`src/rtl/serial_sub.sv`:
```
// serial_sub: bit-serial two's-complement subtractor, diff = a - b - borrow.
// One full-subtractor cell plus a borrow flop; LSB first, one bit per clock.
// Optional macro SERIAL_SUB_OVF_EN adds the signed-overflow output ovf_out.
module serial_sub #(
   parameter int WIDTH = 8
) (
   input  logic             clk_in,
   input  logic             rst_n_in,
   input  logic             start_in,
   input  logic [WIDTH-1:0] a_in,
   input  logic [WIDTH-1:0] b_in,
   input  logic             borrow_in,
   output logic             busy_out,
   output logic             done_out,
   output logic [WIDTH-1:0] diff_out,
   output logic             borrow_out
`ifdef SERIAL_SUB_OVF_EN
   ,
   output logic             ovf_out
`endif
);

   localparam int CW = $clog2(WIDTH);

   typedef enum logic [1:0] {
      IDLE = 2'd0,
      RUN  = 2'd1,
      DONE = 2'd2
   } state_t;

   state_t           state_q, state_d;
   logic [WIDTH-1:0] a_q, a_d;
   logic [WIDTH-1:0] b_q, b_d;
   // Holds the WIDTH-1 low result bits; the MSB is appended on the final step.
   logic [WIDTH-2:0] res_q, res_d;
   logic             br_q, br_d;
   logic [CW-1:0]    cnt_q, cnt_d;
   logic [WIDTH-1:0] diff_q, diff_d;
   logic             bout_q, bout_d;
`ifdef SERIAL_SUB_OVF_EN
   logic             ovf_q, ovf_d;
`endif

   logic             d_bit;
   logic             br_nxt;
   logic [WIDTH-1:0] shifted;
   logic             last_bit;

   // The single full-subtractor cell operating on the current LSBs.
   always_comb begin
      d_bit    = a_q[0] ^ b_q[0] ^ br_q;
      br_nxt   = (~a_q[0] & b_q[0]) | (~(a_q[0] ^ b_q[0]) & br_q);
      shifted  = {d_bit, res_q};
      last_bit = (cnt_q == CW'(WIDTH - 1));
   end

   // Next-state and datapath control; every register holds by default.
   always_comb begin
      state_d = state_q;
      a_d     = a_q;
      b_d     = b_q;
      res_d   = res_q;
      br_d    = br_q;
      cnt_d   = cnt_q;
      diff_d  = diff_q;
      bout_d  = bout_q;
`ifdef SERIAL_SUB_OVF_EN
      ovf_d   = ovf_q;
`endif
      unique case (state_q)
         IDLE: begin
            if (start_in) begin
               a_d     = a_in;
               b_d     = b_in;
               br_d    = borrow_in;
               cnt_d   = '0;
               state_d = RUN;
            end
         end
         RUN: begin
            a_d   = {1'b0, a_q[WIDTH-1:1]};
            b_d   = {1'b0, b_q[WIDTH-1:1]};
            res_d = shifted[WIDTH-1:1];
            br_d  = br_nxt;
            cnt_d = cnt_q + 1'b1;
            if (last_bit) begin
               // shifted is the completed result: new MSB over the low bits.
               diff_d  = shifted;
               bout_d  = br_nxt;
`ifdef SERIAL_SUB_OVF_EN
               // Borrow into the MSB stage vs. borrow out of it.
               ovf_d   = br_q ^ br_nxt;
`endif
               state_d = DONE;
            end
         end
         DONE: begin
            state_d = IDLE;
         end
         default: begin
            state_d = IDLE;
         end
      endcase
   end

   // State and datapath registers; synchronous reset wins over everything.
   always_ff @(posedge clk_in) begin
      if (!rst_n_in) begin
         state_q <= IDLE;
         a_q     <= '0;
         b_q     <= '0;
         res_q   <= '0;
         br_q    <= 1'b0;
         cnt_q   <= '0;
         diff_q  <= '0;
         bout_q  <= 1'b0;
`ifdef SERIAL_SUB_OVF_EN
         ovf_q   <= 1'b0;
`endif
      end else begin
         state_q <= state_d;
         a_q     <= a_d;
         b_q     <= b_d;
         res_q   <= res_d;
         br_q    <= br_d;
         cnt_q   <= cnt_d;
         diff_q  <= diff_d;
         bout_q  <= bout_d;
`ifdef SERIAL_SUB_OVF_EN
         ovf_q   <= ovf_d;
`endif
      end
   end

   // Status decodes straight from the state register.
   always_comb begin
      busy_out   = (state_q != IDLE);
      done_out   = (state_q == DONE);
      diff_out   = diff_q;
      borrow_out = bout_q;
`ifdef SERIAL_SUB_OVF_EN
      ovf_out    = ovf_q;
`endif
   end

endmodule

```
`config.mk`:
```
export PLATFORM = sky130hd
export DESIGN_NAME = serial_sub
export DESIGN_NICKNAME = d
export VERILOG_FILES = /design/src/rtl/serial_sub.sv
export SDC_FILE = /design/constraint.sdc
export NUM_CORES = 1
export LEC_CHECK = 0
export CAP_MARGIN = 0
export CORE_ASPECT_RATIO = 0.9
export CORE_MARGIN = 10
export CORE_UTILIZATION = 40
export CTS_BUF_LIST = sky130_fd_sc_hd__clkbuf_8 sky130_fd_sc_hd__clkbuf_16
export CTS_CLUSTER_SIZE = 40
export DETAILED_ROUTE_END_ITERATION = 12
export SLEW_MARGIN = 0
export SYNTH_ARGS = -nofsm -noshare
export SYNTH_HDL_FRONTEND = slang
export SYNTH_SLANG_ARGS = --single-unit
export TNS_END_PERCENT = 1
```
`constraint.sdc`:
```
create_clock -name clk_in -period 3.4 [get_ports clk_in]
set_clock_uncertainty 0.05 [all_clocks]
set_input_delay 0.85 -clock clk_in [delete_from_list [all_inputs] [get_ports clk_in]]
set_output_delay 0.85 -clock clk_in [all_outputs]
set_load 0.01 [all_outputs]
```
==> results of run 1 <==
## critical path: stages, from the launching register on
cell,delay [ns]
dfxtp_1,0.42
inv_1,0.27
nor2_1,0.18
clkdlybuf4s50_1,0.55
## cell type report
cell class                      instances  share of cell area, %
Clock buffer                            8                   5.53
Tap cell                               46                   2.89
Timing Repair Buffer                   31                   15.5
Multi-Input combinational cell        125                   36.7
Sequential cell                        38                   38.2
Inverter                                6                   1.13
## routing by layer
layer  global-route usage (%)  up-vias
met3                     4.08        5
li1                         -      694
met5                        0        -
met2                     17.1       25
met4                     3.07        0
met1                     13.1      644
## cell usage after synthesis
cell type	count
a2111oi_2	1
a211oi_1	1
a21oi_2	1
a22oi_1	2
mux2i_1	1
clkbuf_1	5
inv_1	6
o22ai_1	3
a21oi_1	28
o21ba_2	1
nor2_1	20
ha_1	2
o2bb2ai_1	11
o21bai_4	1
a311oi_2	1
a221oi_1	1
buf_2	4
and2b_4	1
dfxtp_1	38
or2b_2	1
fa_1	1
a32oi_1	2
nand2_1	22
nand2b_1	1
nand3b_2	1
nor3_1	1
buf_6	4
o21ai_0	13
nand3_1	8
## worst min-delay path by stage
stage                             startpoint                  endpoint  slack, ns
detailed placement  diff_out[0]$_SDFFE_PN0P_  diff_out[0]$_SDFFE_PN0P_       0.40
global route        diff_out[2]$_SDFFE_PN0P_  diff_out[2]$_SDFFE_PN0P_       0.43
CTS                 diff_out[0]$_SDFFE_PN0P_  diff_out[0]$_SDFFE_PN0P_       0.41
floorplan              res_q[0]$_SDFFE_PN0P_     res_q[0]$_SDFFE_PN0P_       0.39
finish              diff_out[0]$_SDFFE_PN0P_  diff_out[0]$_SDFFE_PN0P_       0.40
global placement    diff_out[2]$_SDFFE_PN0P_  diff_out[2]$_SDFFE_PN0P_       0.39
## layout by cell type, fill, tap and decap left out
cell type | Yosys | routed
a21oi_1 | 28 | 28
inv_1 | 6 | 6
a32oi_1 | 2 | 2
a311oi_2 | 1 | 1
nand3b_2 | 1 | 1
o21ai_0 | 13 | 13
o22ai_1 | 3 | 3
nor3_1 | 1 | 1
clkdlybuf4s50_1 | 0 | 30
buf_4 | 0 | 1
a2111oi_2 | 1 | 1
clkbuf_8 | 0 | 8
dfxtp_1 | 38 | 38
nor2_1 | 20 | 20
ha_1 | 2 | 2
or2b_2 | 1 | 1
a21oi_2 | 1 | 1
and2b_4 | 1 | 1
nand2_1 | 22 | 22
o21bai_4 | 1 | 1
mux2i_1 | 1 | 1
a211oi_1 | 1 | 1
o21ba_2 | 1 | 1
a22oi_1 | 2 | 2
o2bb2ai_1 | 11 | 11
fa_1 | 1 | 1
a221oi_1 | 1 | 1
nand3_1 | 8 | 8
nand2b_1 | 1 | 1
## sequential cells by signal, summed over array words and instances (netlist names)
name / flops
cnt_q: 3
state_q: 2
a_q: 8
b_q: 8
diff_out: 8
br_q: 1
borrow_out: 1
res_q: 7
## cell families (layout without fill, tap and decap cells)
group	Yosys count	after routing	synth area share, %
flops	38	38	47.6
simple gates	55	55	15.0
fa+ha+maj	3	3	2.82
buf+inv	19	45	6.66
mux	1	1	0.626
compound gates	66	66	27.3
## power by group
| group | switching, mW | internal (mW) | total, mW | leakage (nW) |
|---|---|---|---|---|
| logic | 0.0561 | 0.0507 | 0.107 | 0.334 |
| clock network | 0.152 | 0.205 | 0.357 | 0.0575 |
| registers | 0.0130 | 0.466 | 0.479 | 0.311 |
==> impl_metrics.py, run 1 <==
metrics = {
    "sta": {
        "max_freq_mhz": 385,
        "setup_slack_ns": 0.805,
        "time_the_final_worst_path_needs_with_i_o_delays_and_setup_ns": 2.60,
        "worst_slew_pin_slew_ns": 0.807,
        "timing.setup.tns_ns": 0,
        "finalMaxSlewViolations": 0,
        "final.period_utilization_pct": 76.3,
        "final_worst_hold_slack_ns": 0.404,
        "setup_viol": 0,
        "report.final.hold_viol_count": 0,
        "slew_headroom_pct": 46.1,
        "rsz0062_at_grt": "false",
    },
    "global_routing": {
        "globalRoute.totalOverflow": 0,
        "globalRouteTotalUtil_pct": 10.7,
        "number_of_global_route_vias_before_repair": 1325,
        "antenna_found_initial": 0,
        "grt_max_degree": 26,
        "global_route_wire_length_before_repair_mm": 6.18,
    },
    "routing": {
        "via_per_inst": 5.39,
        "drt_iter0_drc": 99,
        "dr_wl_met3_um": 244,
        "drc_violation_count_after_routing": 0,
        "drt_first_pass_iters": 6,
        "route.met2.wl_mm": 1.64,
        "detail_route.wirelength.met1_mm": 1.80,
        "post_drt_wl_per_cell_um": 14.6,
        "vias": 1368,
        "route.final.wire_length_mm": 3.72,
        "top_signal_layer_used": "met4",
        "drtAntennaViolNets": 0,
    },
    "clock_network": {
        "clk_root_buffer_cell": "clkbuf_8",
        "cts_repair_resize_count": 0,
        "clk-insertion-delay-late_ns": 0.28,
        "cts.repair_timing.setup_buffer_count": 0,
        "cts_hold_repair.buffers": 0,
        "htreeDepth": 2,
        "cts_made_buffers": 5,
        "clkSlewWorstSetupHoldPaths_ns": 0.07,
        "tritoncts": "yes",
        "clock-sinks": 38,
        "clk_path_buf_depth": 2,
    },
    "setup_path": {
        "rr_endpoint": "diff_out[5]$_SDFFE_PN0P_",
        "critPathArrivalTime_ns": 1.70,
        "r2r_setup_slack_ns": 1.74,
        "critical_path.endpoint_type": "output pin",
        "critPathKind": "reg2out",
        "worst_r2r_path_depth": 5,
        "worst-path-max-fanout": 15,
        "crit_start": "state_q[1]$_SDFFE_PN0P_",
        "startpoint_type": "flip-flop",
        "timing.critical_path.to": "done_out",
        "r2r-start": "cnt_q[0]$_SDFFE_PN0P_",
        "cp.required_ns": 2.50,
    },
    "floorplan": {
        "initial_core_utilization_pct": 42.2,
        "die_w_um": 86.6,
        "core_region_area_mm2": 0.00378,
        "die_area_mm2": 0.00693,
        "die_h_um": 80.0,
        "io_pins": 31,
        "floorplan.rows": 21,
    },
    "layout": {
        "drive_gt1_share_pct": 8.17,
        "final-seq-area_um2": 761,
        "final_area_mm2": 0.00199,
        "final_net_count": 230,
        "area.growth.synth_to_final_pct": 24.5,
        "layout.cells.non_filler": 254,
        "util_after_layout_pct": 52.6,
        "multi_input_area_um2": 731,
        "insertedDiodeCount": 0,
        "fill_cells": 367,
    },
    "synthesis": {
        "synth_warnings": 0,
        "synth_top_area_cell": "dfxtp_1",
        "postSynthNetCount": 205,
        "synthesis.instances": 182,
        "synthesis.area_per_instance_um2": 8.78,
        "synth_sequential_area_ratio_pct": 47.6,
        "yosysUniqueCellTypes": 29,
        "synth-seq-cells": 38,
        "netlist_top_cells_area": "dfxtp_1 48%, a21oi_1 8.8%, o2bb2ai_1 6.0%, nand2_1 5.2%, nor2_1 4.7%",
        "synthesis.area_mm2": 0.00160,
        "post_synth_top_area_share_pct": 47.6,
    },
    "placed_design": {
        "hpwl_after_detailed_placement_mm": 2.58,
        "portBuffers": 30,
        "placed_cells_incl_taps": 246,
        "placedInstanceArea_mm2": 0.00188,
        "placement.setup.worst_slack_ns": 0.799,
        "globalplace.congestion": 0.735,
    },
    "worst_hold_path": {
        "worst_hold_path.num_cells": 2,
        "worstHoldPathType": "reg2reg",
    },
    "power_and_ir_drop": {
        "power_leakage_nw": 0.702,
        "sum_of_internal_switching_and_leakage_power_mw": 0.943,
        "power.ir.vdd_worst_mv": 0.269,
        "power-per-cell-area_mw_per_mm2": 474,
    },
    "run_status": {
        "outcome": "completed",
    },
    "job": {
        "maximum_capacitance_violations": 0,
    },
}
Power figures use the tool's default switching activity.
==> inputs of run 2 (changes only) <==
==> constraint.sdc (replaced) <==
create_clock -name clk_in -period 2.55 [get_ports clk_in]
set_clock_uncertainty 0.05 [all_clocks]
set_input_delay 0.6375 -clock clk_in [delete_from_list [all_inputs] [get_ports clk_in]]
set_output_delay 0.6375 -clock clk_in [all_outputs]
set_load 0.01 [all_outputs]
==> impl_metrics.py, run 2 (synthesized netlist as in run 1, its figures left out) <==
metrics = {
    "sta": {
        "worst_slew_pin_slew_ns": 0.489,
        "final.period_utilization_pct": 88.1,
        "report.final.hold_viol_count": 0,
        "max_freq_mhz": 445,
        "slew_headroom_pct": 67.4,
        "time_the_final_worst_path_needs_with_i_o_delays_and_setup_ns": 2.25,
        "timing.setup.tns_ns": 0,
        "setup_viol": 0,
        "final_worst_hold_slack_ns": 0.406,
        "rsz0062_at_grt": "false",
        "finalMaxSlewViolations": 0,
    },
    "run_status": {
        "outcome": "completed",
    },
    "setup_path": {
        "cp.required_ns": 1.86,
        "startpoint_type": "flip-flop",
        "crit_start": "state_q[0]$_SDFFE_PN0P_",
        "critPathMaxStageDelay_ns": 0.49,
        "cpMaxStageDelayCell": "clkdlybuf4s50_1",
        "worst_r2r_path_depth": 5,
        "r2r-start": "cnt_q[0]$_SDFFE_PN0P_",
        "critPathArrivalTime_ns": 1.56,
        "worst-path-max-fanout": 12,
        "rr_endpoint": "diff_out[4]$_SDFFE_PN0P_",
        "r2r_setup_slack_ns": 0.93,
        "worstPathBufferInverterCount": 3,
        "timing.critical_path.to": "busy_out",
        "family_with_the_most_delay_on_the_worst_path": "buffers and inverters",
        "timing.critical_path.cells": "buf_4 -> nor2_1 -> inv_1 -> clkdlybuf4s50_1",
        "critical_path_depth": 4,
        "critical_path.endpoint_type": "output pin",
        "critPathKind": "reg2out",
    },
    "power_and_ir_drop": {
        "sum_of_internal_switching_and_leakage_power_mw": 1.26,
        "power_leakage_nw": 0.731,
        "power-per-cell-area_mw_per_mm2": 621,
        "power.ir.vdd_worst_mv": 0.514,
    },
    "layout": {
        "final_net_count": 236,
        "most_frequent_cells_in_the_layout": "38 x dfxtp_1, 30 x clkdlybuf4s50_1, 28 x a21oi_1",
        "insertedDiodeCount": 0,
        "final_area_mm2": 0.00203,
        "final-seq-area_um2": 761,
        "area.growth.synth_to_final_pct": 27.3,
        "layout.cells.non_filler": 260,
        "multi_input_area_um2": 731,
        "fill_cells": 353,
        "final_common_cell": "dfxtp_1",
        "drive_gt1_share_pct": 10.7,
    },
    "clock_network": {
        "tritoncts": "yes",
        "htreeDepth": 2,
        "cts_made_buffers": 5,
        "clkSlewWorstSetupHoldPaths_ns": 0.07,
        "clock-sinks": 38,
        "cts.repair_timing.setup_buffer_count": 0,
        "clk-insertion-delay-late_ns": 0.29,
        "clk_path_buf_depth": 2,
        "cts_repair_resize_count": 0,
        "cts_hold_repair.buffers": 0,
        "clk_root_buffer_cell": "clkbuf_8",
    },
    "placed_design": {
        "portBuffers": 30,
        "globalplace.congestion": 0.791,
        "hpwl_after_detailed_placement_mm": 2.72,
        "placedInstanceArea_mm2": 0.00192,
        "placed_cells_incl_taps": 252,
    },
    "global_routing": {
        "globalRoute.totalOverflow": 0,
        "grt_max_degree": 22,
        "globalRouteTotalUtil_pct": 11.6,
        "number_of_global_route_vias_before_repair": 1346,
        "global_route_wire_length_before_repair_mm": 6.56,
        "antenna_found_initial": 0,
    },
    "floorplan": {
        "initial_core_utilization_pct": 42.2,
        "core_region_area_mm2": 0.00378,
        "floorplan.rows": 21,
        "die_w_um": 86.6,
        "die_area_mm2": 0.00693,
        "die_h_um": 80.0,
        "io_pins": 31,
    },
    "worst_hold_path": {
        "worstHoldPathType": "reg2reg",
    },
    "routing": {
        "drc_violation_count_after_routing": 0,
        "post_drt_wl_per_cell_um": 14.6,
        "drtAntennaViolNets": 0,
        "vias": 1384,
        "via_per_inst": 5.32,
        "route.final.wire_length_mm": 3.80,
        "drt_iter0_drc": 80,
        "drt_first_pass_iters": 4,
    },
    "job": {
        "maximum_capacitance_violations": 0,
    },
}
==> run 2: cell count changes in the layout (fill, tap and decap cells not counted) <==
cell | previous run | this run
buf_4 | 1 | 7
==> run 2: worst min path at each step <==
stage,slack (ns),cells after the start,start,end
floorplan,0.39,2,res_q[0]$_SDFFE_PN0P_,res_q[0]$_SDFFE_PN0P_
global placement,0.39,2,diff_out[0]$_SDFFE_PN0P_,diff_out[0]$_SDFFE_PN0P_
detailed placement,0.40,2,diff_out[6]$_SDFFE_PN0P_,diff_out[6]$_SDFFE_PN0P_
CTS,0.41,2,diff_out[6]$_SDFFE_PN0P_,diff_out[6]$_SDFFE_PN0P_
global route,0.44,2,res_q[1]$_SDFFE_PN0P_,res_q[1]$_SDFFE_PN0P_
finish,0.41,2,diff_out[6]$_SDFFE_PN0P_,diff_out[6]$_SDFFE_PN0P_
==> run 2: cell type report <==
type	instances	share of cell area (%)
Multi-Input combinational cell	125	35.9
Clock buffer	8	5.41
Timing Repair Buffer	37	17.3
Inverter	6	1.11
Tap cell	46	2.83
Sequential cell	38	37.4
==> run 2: where the power goes <==
part | switching, mW | internal (mW)
sequential | 0.0151 | 0.622
clock | 0.200 | 0.273
combinational | 0.0793 | 0.0733
==> run 2: tightest hold or removal path, cell delays in order (launching register included) <==
cell	delay, ns
dfxtp_1	0.31
nand2_1	0.05
a21oi_1	0.05
==> run 2: metrics by stage <==
stage               utilization (%)  setup slack (ns)
finish                         53.8             0.303
global route                   53.8             0.254
CTS                            53.8             0.291
detailed placement             50.9             0.346
global placement               50.9             0.437
floorplan                         -              1.00
==> run 2: per-layer routing <==
metal	vias to the layer above	part of all wire (%)	wire, um	global-route usage, %
li1	698	-	-	-
met1	640	47	1770	15.0
met2	42	46	1750	17.2
met3	4	6.3	241	4.08
met4	0	1.1	40	4.37
met5	-	0	0	0
